**src/rtl/scan_chain_ctrl_if.sv**
```systemverilog
// Sequencer/chain-side bundle for the scan chain controller.
// The sequencer side drives START/PAT_IN/EXP_IN, and the chain tail drives SO.
// The controller drives the chain controls and reports the result.
interface scan_chain_ctrl_if #(
  parameter int CHAIN_LEN = 16
);
  logic                 START;
  logic [CHAIN_LEN-1:0] PAT_IN;
  logic [CHAIN_LEN-1:0] EXP_IN;
  logic                 SO;
  logic                 TE;
  logic                 TI;
  logic                 BUSY;
  logic                 DONE;
  logic [CHAIN_LEN-1:0] RESP;
  logic                 FAIL;

  modport master (
    output START, PAT_IN, EXP_IN, SO,
    input  TE, TI, BUSY, DONE, RESP, FAIL
  );

  modport slave (
    input  START, PAT_IN, EXP_IN, SO,
    output TE, TI, BUSY, DONE, RESP, FAIL
  );
endinterface

```
**src/rtl/scan_chain_ctrl.sv**
```systemverilog
// Scan-test initiator for one mux-scan chain.
// A run loads a pattern (MSB first) and pulses one capture cycle.
// It then unloads the response from SO and compares it against the latched expect vector.
// TE/TI are decoded from registered state only, so there is no input-to-output path.
module scan_chain_ctrl #(
  parameter int CHAIN_LEN = 16,
  parameter int CNT_W     = 5
) (
  input  logic              CP,
  input  logic              RST,
  scan_chain_ctrl_if.slave  bus
);

  typedef enum logic [2:0] {
    S_IDLE, S_SHIFT_IN, S_CAPTURE, S_SHIFT_OUT, S_FINISH
  } state_t;

  state_t               state, state_nxt;
  logic [CNT_W-1:0]     cnt;
  logic [CNT_W-1:0]     bit_idx;
  logic                 last;
  logic [CHAIN_LEN-1:0] pat_reg, exp_reg, resp, resp_nxt;
  logic                 fail;
  logic                 te, ti, busy, done;

  // Both shift phases walk the vector from the MSB down: cycle k addresses bit N-1-k.
  assign last    = (cnt == CNT_W'(CHAIN_LEN - 1));
  assign bit_idx = CNT_W'(CHAIN_LEN - 1) - cnt;

  // State register
  always_ff @(posedge CP or posedge RST) begin
    if (RST) state <= S_IDLE;
    else     state <= state_nxt;
  end

  // Next-state and Moore decode of chain controls
  always_comb begin
    state_nxt = state;
    te        = 1'b0;
    ti        = 1'b0;
    busy      = 1'b1;
    done      = 1'b0;
    case (state)
      S_IDLE: begin
        busy = 1'b0;
        if (bus.START) state_nxt = S_SHIFT_IN;
      end
      S_SHIFT_IN: begin
        te = 1'b1;
        for (int i = 0; i < CHAIN_LEN; i++)
          if (bit_idx == CNT_W'(i)) ti = pat_reg[i];
        if (last) state_nxt = S_CAPTURE;
      end
      S_CAPTURE: state_nxt = S_SHIFT_OUT;
      S_SHIFT_OUT: begin
        te = 1'b1;
        if (last) state_nxt = S_FINISH;
      end
      S_FINISH: begin
        done      = 1'b1;
        state_nxt = S_IDLE;
      end
      default: state_nxt = S_IDLE;
    endcase
  end

  // Response capture: each unload edge drops SO into its addressed bit
  always_comb begin
    resp_nxt = resp;
    if (state == S_SHIFT_OUT)
      for (int i = 0; i < CHAIN_LEN; i++)
        if (bit_idx == CNT_W'(i)) resp_nxt[i] = bus.SO;
  end

  // Datapath: pattern/expect latch, bit counter, response and compare result
  always_ff @(posedge CP or posedge RST) begin
    if (RST) begin
      cnt     <= '0;
      pat_reg <= '0;
      exp_reg <= '0;
      resp    <= '0;
      fail    <= 1'b0;
    end else begin
      resp <= resp_nxt;
      case (state)
        S_IDLE: if (bus.START) begin
          pat_reg <= bus.PAT_IN;
          exp_reg <= bus.EXP_IN;
          cnt     <= '0;
          fail    <= 1'b0;
        end
        S_SHIFT_IN:  cnt <= last ? '0 : cnt + CNT_W'(1);
        S_CAPTURE:   cnt <= '0;
        S_SHIFT_OUT: begin
          cnt <= last ? '0 : cnt + CNT_W'(1);
          // Compare against the final response so FAIL is valid in the same cycle as DONE.
          if (last) fail <= (resp_nxt != exp_reg);
        end
        default: ;
      endcase
    end
  end

  assign bus.TE   = te;
  assign bus.TI   = ti;
  assign bus.BUSY = busy;
  assign bus.DONE = done;
  assign bus.RESP = resp;
  assign bus.FAIL = fail;

endmodule

```
**src/flat_wrapper.sv**
```systemverilog
// flat-port wrapper written by rule: the top's interface ports become plain ports
module scan_chain_ctrl_flat 
#(
  parameter int CHAIN_LEN = 16,
  parameter int CNT_W     = 5
)
  (CP, RST, bus_START, bus_PAT_IN, bus_EXP_IN, bus_SO, bus_TE, bus_TI, bus_BUSY, bus_DONE, bus_RESP, bus_FAIL);
  scan_chain_ctrl_if #(.CHAIN_LEN(CHAIN_LEN)) bus_i ();
  input  logic CP;
  input  logic RST;
  input wire logic [$bits(bus_i.START)-1:0] bus_START;
  input wire logic [$bits(bus_i.PAT_IN)-1:0] bus_PAT_IN;
  input wire logic [$bits(bus_i.EXP_IN)-1:0] bus_EXP_IN;
  input wire logic [$bits(bus_i.SO)-1:0] bus_SO;
  output wire logic [$bits(bus_i.TE)-1:0] bus_TE;
  output wire logic [$bits(bus_i.TI)-1:0] bus_TI;
  output wire logic [$bits(bus_i.BUSY)-1:0] bus_BUSY;
  output wire logic [$bits(bus_i.DONE)-1:0] bus_DONE;
  output wire logic [$bits(bus_i.RESP)-1:0] bus_RESP;
  output wire logic [$bits(bus_i.FAIL)-1:0] bus_FAIL;
  assign bus_i.START = bus_START;
  assign bus_i.PAT_IN = bus_PAT_IN;
  assign bus_i.EXP_IN = bus_EXP_IN;
  assign bus_i.SO = bus_SO;
  assign bus_TE = bus_i.TE;
  assign bus_TI = bus_i.TI;
  assign bus_BUSY = bus_i.BUSY;
  assign bus_DONE = bus_i.DONE;
  assign bus_RESP = bus_i.RESP;
  assign bus_FAIL = bus_i.FAIL;
  scan_chain_ctrl #(.CHAIN_LEN(CHAIN_LEN), .CNT_W(CNT_W)) u_core (.CP(CP), .RST(RST), .bus(bus_i));
endmodule
```
**config.mk**
```make
export PLATFORM = sky130hd
export DESIGN_NAME = scan_chain_ctrl_flat
export DESIGN_NICKNAME = d
export VERILOG_FILES = /design/src/rtl/scan_chain_ctrl_if.sv /design/src/rtl/scan_chain_ctrl.sv /design/src/flat_wrapper.sv
export SDC_FILE = /design/constraint.sdc
export NUM_CORES = 1
export LEC_CHECK = 0
export ABC_AREA = 1
export CAP_MARGIN = 15
export CORE_ASPECT_RATIO = 1.25
export CORE_UTILIZATION = 35
export CTS_BUF_LIST = sky130_fd_sc_hd__clkbuf_2 sky130_fd_sc_hd__clkbuf_4 sky130_fd_sc_hd__clkbuf_8
export DETAILED_ROUTE_END_ITERATION = 10
export PLACE_DENSITY = 0.67
export SYNTH_ARGS = -nofsm -noshare
export SYNTH_HDL_FRONTEND = slang
export SYNTH_SLANG_ARGS = --single-unit
```
**constraint.sdc**
```tcl
create_clock -name CP -period 4.61 [get_ports CP]
set_clock_uncertainty 0.2 [all_clocks]
set_input_delay 0.461 -clock CP [delete_from_list [all_inputs] [get_ports CP]]
set_output_delay 0.461 -clock CP [all_outputs]
set_load 0.1 [all_outputs]
```
* Word-level counts from Yosys, hierarchy flattened
Index checks and enable logic that the tools add are counted.
** Word-level totals
- Flip-flop bits (word level) :: 57
- Latch bits :: 0
- RAM bits :: 0
- Memory bits (read-only) :: 0
- Output and inout port bits :: 21
- Memories kept :: 0
** Cells by class
- Add/sub/neg operators :: 2
- Multiply operators :: 0
- Div/mod/pow operators :: 0
- Magnitude comparators :: 0
- Equal/unequal tests :: 24
- Shift-type cells :: 0
- Muxes and demuxes :: 47
- Bitwise operators :: 0
- Reductions and logical operators :: 9
** Operators by type and width (number)
- == test 5 x 4 -> 1 bit, second input constant :: 9
- two-way mux 1 bit :: 38
- == test 5 x 3 -> 1 bit, second input constant :: 4
- two-way mux 16 bit :: 1
- != test 16 bit :: 1
- one-hot mux 5 bit (3 select lines) :: 1
- one-hot mux 3 bit (4 select lines) :: 1
- == test 5 x 2 -> 1 bit, second input constant :: 2
- two-way mux 5 bit :: 2
- two-way mux 3 bit :: 3
- == test 3 x 2 -> 1 bit, second input constant :: 2
- AND reduction 3 bit :: 2
- adder 5 x 1 -> 5 bit, second input constant :: 1
- == test 5 x 1 -> 1 bit, second input constant :: 1
- logical NOT 5 bit :: 1
- subtractor 4 x 5 -> 5 bit, first input constant :: 1
- != test 2 x 1 -> 1 bit, second input constant :: 2
- AND reduction 2 bit :: 2
- == test 3 x 1 -> 1 bit, second input constant :: 1
- == test 3 bit, second input constant :: 1
- logical NOT 3 bit :: 1
- nonzero test 3 bit :: 1
- != test 2 bit, second input constant :: 1
- one-hot mux 1 bit (2 select lines) :: 1
- 2 further kinds :: 2

* Logic depth before layout (Yosys ltp)
- Word-level depth :: 19
- Depth in mapped cells :: 22
- Gate-level depth less buffers :: 22

* Worst setup path after synthesis
Ideal clock, no wire load.
- Path type :: register to output
- From :: reg u_core.cnt[0]
- To :: out bus_TI
- Arrival :: 3116 ps
- Data required time :: 3949 ps
- Setup slack :: 833 ps
- Cell stages (with the launch flop) :: 21
- Path buffers :: 0
- Cell sequence :: dfrtp_1 inv_1 ha_1 inv_1 nor2_2 nand3_1 nand3_1 nand2_1 nand2_1 nand2_1 nand2_1 nand2_1 nand2_1 nand3_1 nand2_1 nand2_1 nand2_1 nand2_1 nand2_1 nand2_1 a21oi_1
** On the way
- Cells in the longest elaborated chain, start to end :: 19
- Elaborated cells on any way between the ends :: 34
- Those cells by class :: add/sub: 1; eq/ne: 15; mux: 17; reduce/logical: 1
** Ends and longest elaborated chain
- start, declared :: RTL line scan_chain_ctrl.sv:19 : logic [CNT_W-1:0] cnt;
- start signal, assigned :: RTL line scan_chain_ctrl.sv:92 : S_SHIFT_IN: cnt <= last ? '0 : cnt + CNT_W'(1);
- start signal, assigned :: RTL line scan_chain_ctrl.sv:95 : cnt <= last ? '0 : cnt + CNT_W'(1);
- subtractor 4 x 5 -> 5 bit * :: RTL line scan_chain_ctrl.sv:28 : assign bit_idx = CNT_W'(CHAIN_LEN - 1) - cnt;
- logical NOT 5 bit :: RTL line scan_chain_ctrl.sv:51 : if (bit_idx == CNT_W'(i)) ti = pat_reg[i];
- two-way mux 1 bit (15 in series) :: RTL line scan_chain_ctrl.sv:51
- two-way mux 1 bit * :: RTL line scan_chain_ctrl.sv:51
- two-way mux 1 bit * :: RTL line scan_chain_ctrl.sv:43 : case (state)
- end, declared :: RTL line flat_wrapper.sv:16 : output wire logic [$bits(bus_i.TI)-1:0] bus_TI;
Every way passes the cells marked *; elsewhere a longest branch is shown, timed or not.

* Worst setup path in the final report
- From :: reg u_core.cnt[1]
- To :: out bus_TI
The elaborated chain is that of the path after synthesis.

==> results by group <==
CTS
  – CTS tree: built
  – Clock latency on the worst-skew pair: 0.33 ns
  – Post-CTS Setup Repair Bufs: 0
  – Sink Count: between 50 and 60
  – CTS max path bufs: 2
  – H-tree depth: 3
  – PostCTS Resize Cnt: 0
  – CTS Hold Bufs: 0
  – Clock-pin slew on the worst setup and hold paths: about 0.060 ns
  – Root buffer cell: clkbuf_8
  – Cts bufs inserted: 9

Global routing
  – Total Routing Usage GR: 0.180
  – Vias in the first global route: between 2000 and 3000
  – Antenna violations before repair: 0
  – Largest net degree at the start of global routing: 58
  – First-pass GRT wire length: approximately 12 mm
  – Total grt overflow: 0

Layout
  – Register Area: around 0.0014 mm²
  – Nets: about 500
  – Multi-input gate area: around 0.0013 mm²
  – Share of layout cells above drive strength 1: 0.0686
  – P&R area growth vs syn: 26.3%
  – ANT cells: 0
  – Fill cells: approximately 880

Logic synthesis
  – Leading area contributor after synthesis: dfrtp_1
  – Synthesized area: ~0.003 mm²
  – Syn Nets: 433
  – Ys async rst share: 1.00
  – Seq/Total Area, Yosys: 0.477
  – Cell count after synthesis: 392
  – Top cells by area, synth: dfrtp_1 48%, nand2_1 20%, inv_1 6.1%
  – Top_reg_cell synth: dfrtp_1
  – Post-synth cell types: 27
  – Most common cell in the netlist: nand2_1
  – Most frequent cells after synthesis: 160 x nand2_1, 57 x dfrtp_1, 49 x inv_1, 17 x nand3_1, 15 x o21ai_0
  – Number of synthesized flops with an enable pin: 0
  – Syn avg cell area: around 7.6 µm²
  – Share of the synthesized area in the top cell type: 0.477
  – Yosys warns: 0
  – Synthesized flop and latch total: 57

Route
  – Drt wl/cell: about 13 µm
  – Total number of vias: 2604
  – DRT Pass-1 Iters: 7
  – Final ANT Viol Nets: 0
  – DRC Markers: 3
  – Violation count after the first detailed-route iteration: roughly 150
  – Total Wirelength: roughly 7.2 mm
  – Vias per cell: 4.74

Floorplanning
  – CORE AREA: 0.00824 mm²
  – Initial cell density of the core: 0.363
  – Die height: roughly 110 µm
  – Die W: about 85 µm
  – Boundary pin count: 57
  – Area of the die: ~0.009 mm²
  – # rows: 37

STA
  – Final Max Tran Viols: 0
  – Final worst path period share: 0.755
  – Max-slew headroom: 0.349
  – FMAX: ~290 MHz
  – Worst slew pin tran: roughly 1 ns
  – Fin crit period: ~3.5 ns
  – RSZ-0062 raised after global routing: no
  – Final hold violations: 0
  – Total negative slack: 0 ns
  – Endpoints failing setup: 0

Place
  – IO buf count: 56
  – HPWL Detailed: about 5.4 mm
  – Final GP Congestion: 0.848

Worst setup path
  – CP endpoint kind: output pin
  – Crit path max fanout: 7
  – Worst Path Arrival: 2.82 ns
  – Startpoint types: flop
  – WS Path Type: reg -> out
  – Worst R2R Path Depth: 15
  – CP required: between 3 and 4 ns

Run status
  – Violations in the final reports: design-rule violations
  – Outcome: finished, violations left

Worst hold path
  – Worst hold path class: reg -> reg
  – Hold depth: 2

Job
  – Max Cap Viol: 0
[stage by stage]
step	cell area [µm²]	hold WS [ns]	cells	worst slack [ns]	utilization
after floorplan	2990	0.234	392	0.833	-
after global placement	3640	0.255	537	1.56	0.441
after global routing	3780	0.306	549	0.809	0.459
after detailed placement	3640	0.264	537	1.54	0.441
after CTS	3780	0.277	549	1.17	0.459
final	3780	0.274	549	1.13	0.459
[worst paths after layout]
path,from,end,slack [ns]
max,u_core.cnt[1],bus_TI,1.13
min,u_core.pat_reg[6],u_core.pat_reg[6],0.27
max reg2reg,u_core.cnt[0],u_core.bus.FAIL,1.96
min reg2reg,u_core.pat_reg[6],u_core.pat_reg[6],0.27
max in group asynchronous,RST,u_core.cnt[0],3.29
min in group asynchronous,RST,u_core.exp_reg[5],0.45
[layout by cell type, fill, tap and decap left out, types with 5 or more instances in the layout]
master           instances
nand2_1                160
dfrtp_1                 57
clkdlybuf4s50_1         55
inv_1                   48
nand3_1                 17
o21ai_0                 15
nor2_1                  13
xor2_1                  13
nand4_1                 11
o21bai_1                10
clkbuf_8                 9
inv_2                    8
o21ai_1                  5
ha_1                     5
[worst max-delay path, cell delays in order (launching register included)]
cell and delay [ns]:
dfrtp_1 0.42, inv_1 0.11, ha_1 0.18, inv_1 0.04, nor2_1 0.41, nand2_1 0.10, nand3_1 0.10, nand2_1 0.05
nand2_1 0.06, nand2_1 0.05, nand2_1 0.05, nand2_1 0.04, nand2_1 0.05, nand3_1 0.06, nand2_1 0.06, nand2_1 0.04
nand2_1 0.05, nand2_1 0.05, nand2_1 0.05, nand2_1 0.04, a21oi_1 0.14, buf_4 0.31
[cell families after synthesis]
logic type | Yosys count | synth area share
AND/OR/NAND/NOR | 213 | 0.297
buffers and inverters | 66 | 0.0878
flip-flops | 57 | 0.477
AO/OA/AOI/OAI | 36 | 0.0736
XOR/XNOR | 15 | 0.0439
adder cells (fa/ha/maj) | 5 | 0.0209
[cell type report]
type,instances,area share
Timing Repair Buffer,58,0.152
Clock inverter,2,0.00265
Tap cell,97,0.0321
Sequential cell,57,0.377
Clock buffer,10,0.0348
Inverter,56,0.0556
Multi-Input combinational cell,269,0.346
[layer usage]
metal / global-route usage / vias to the layer above / share of wire
met1: 0.226 / 1181 / 0.44
li1: - / 1336 / -
met3: 0.0525 / 16 / 0.051
met4: 0.0654 / 0 / 0.021
met2: 0.294 / 71 / 0.49
met5: 0 / - / 0
Power is not shown: default switching activity piles up to over one toggle a cycle in this logic, so the estimate is an artifact.
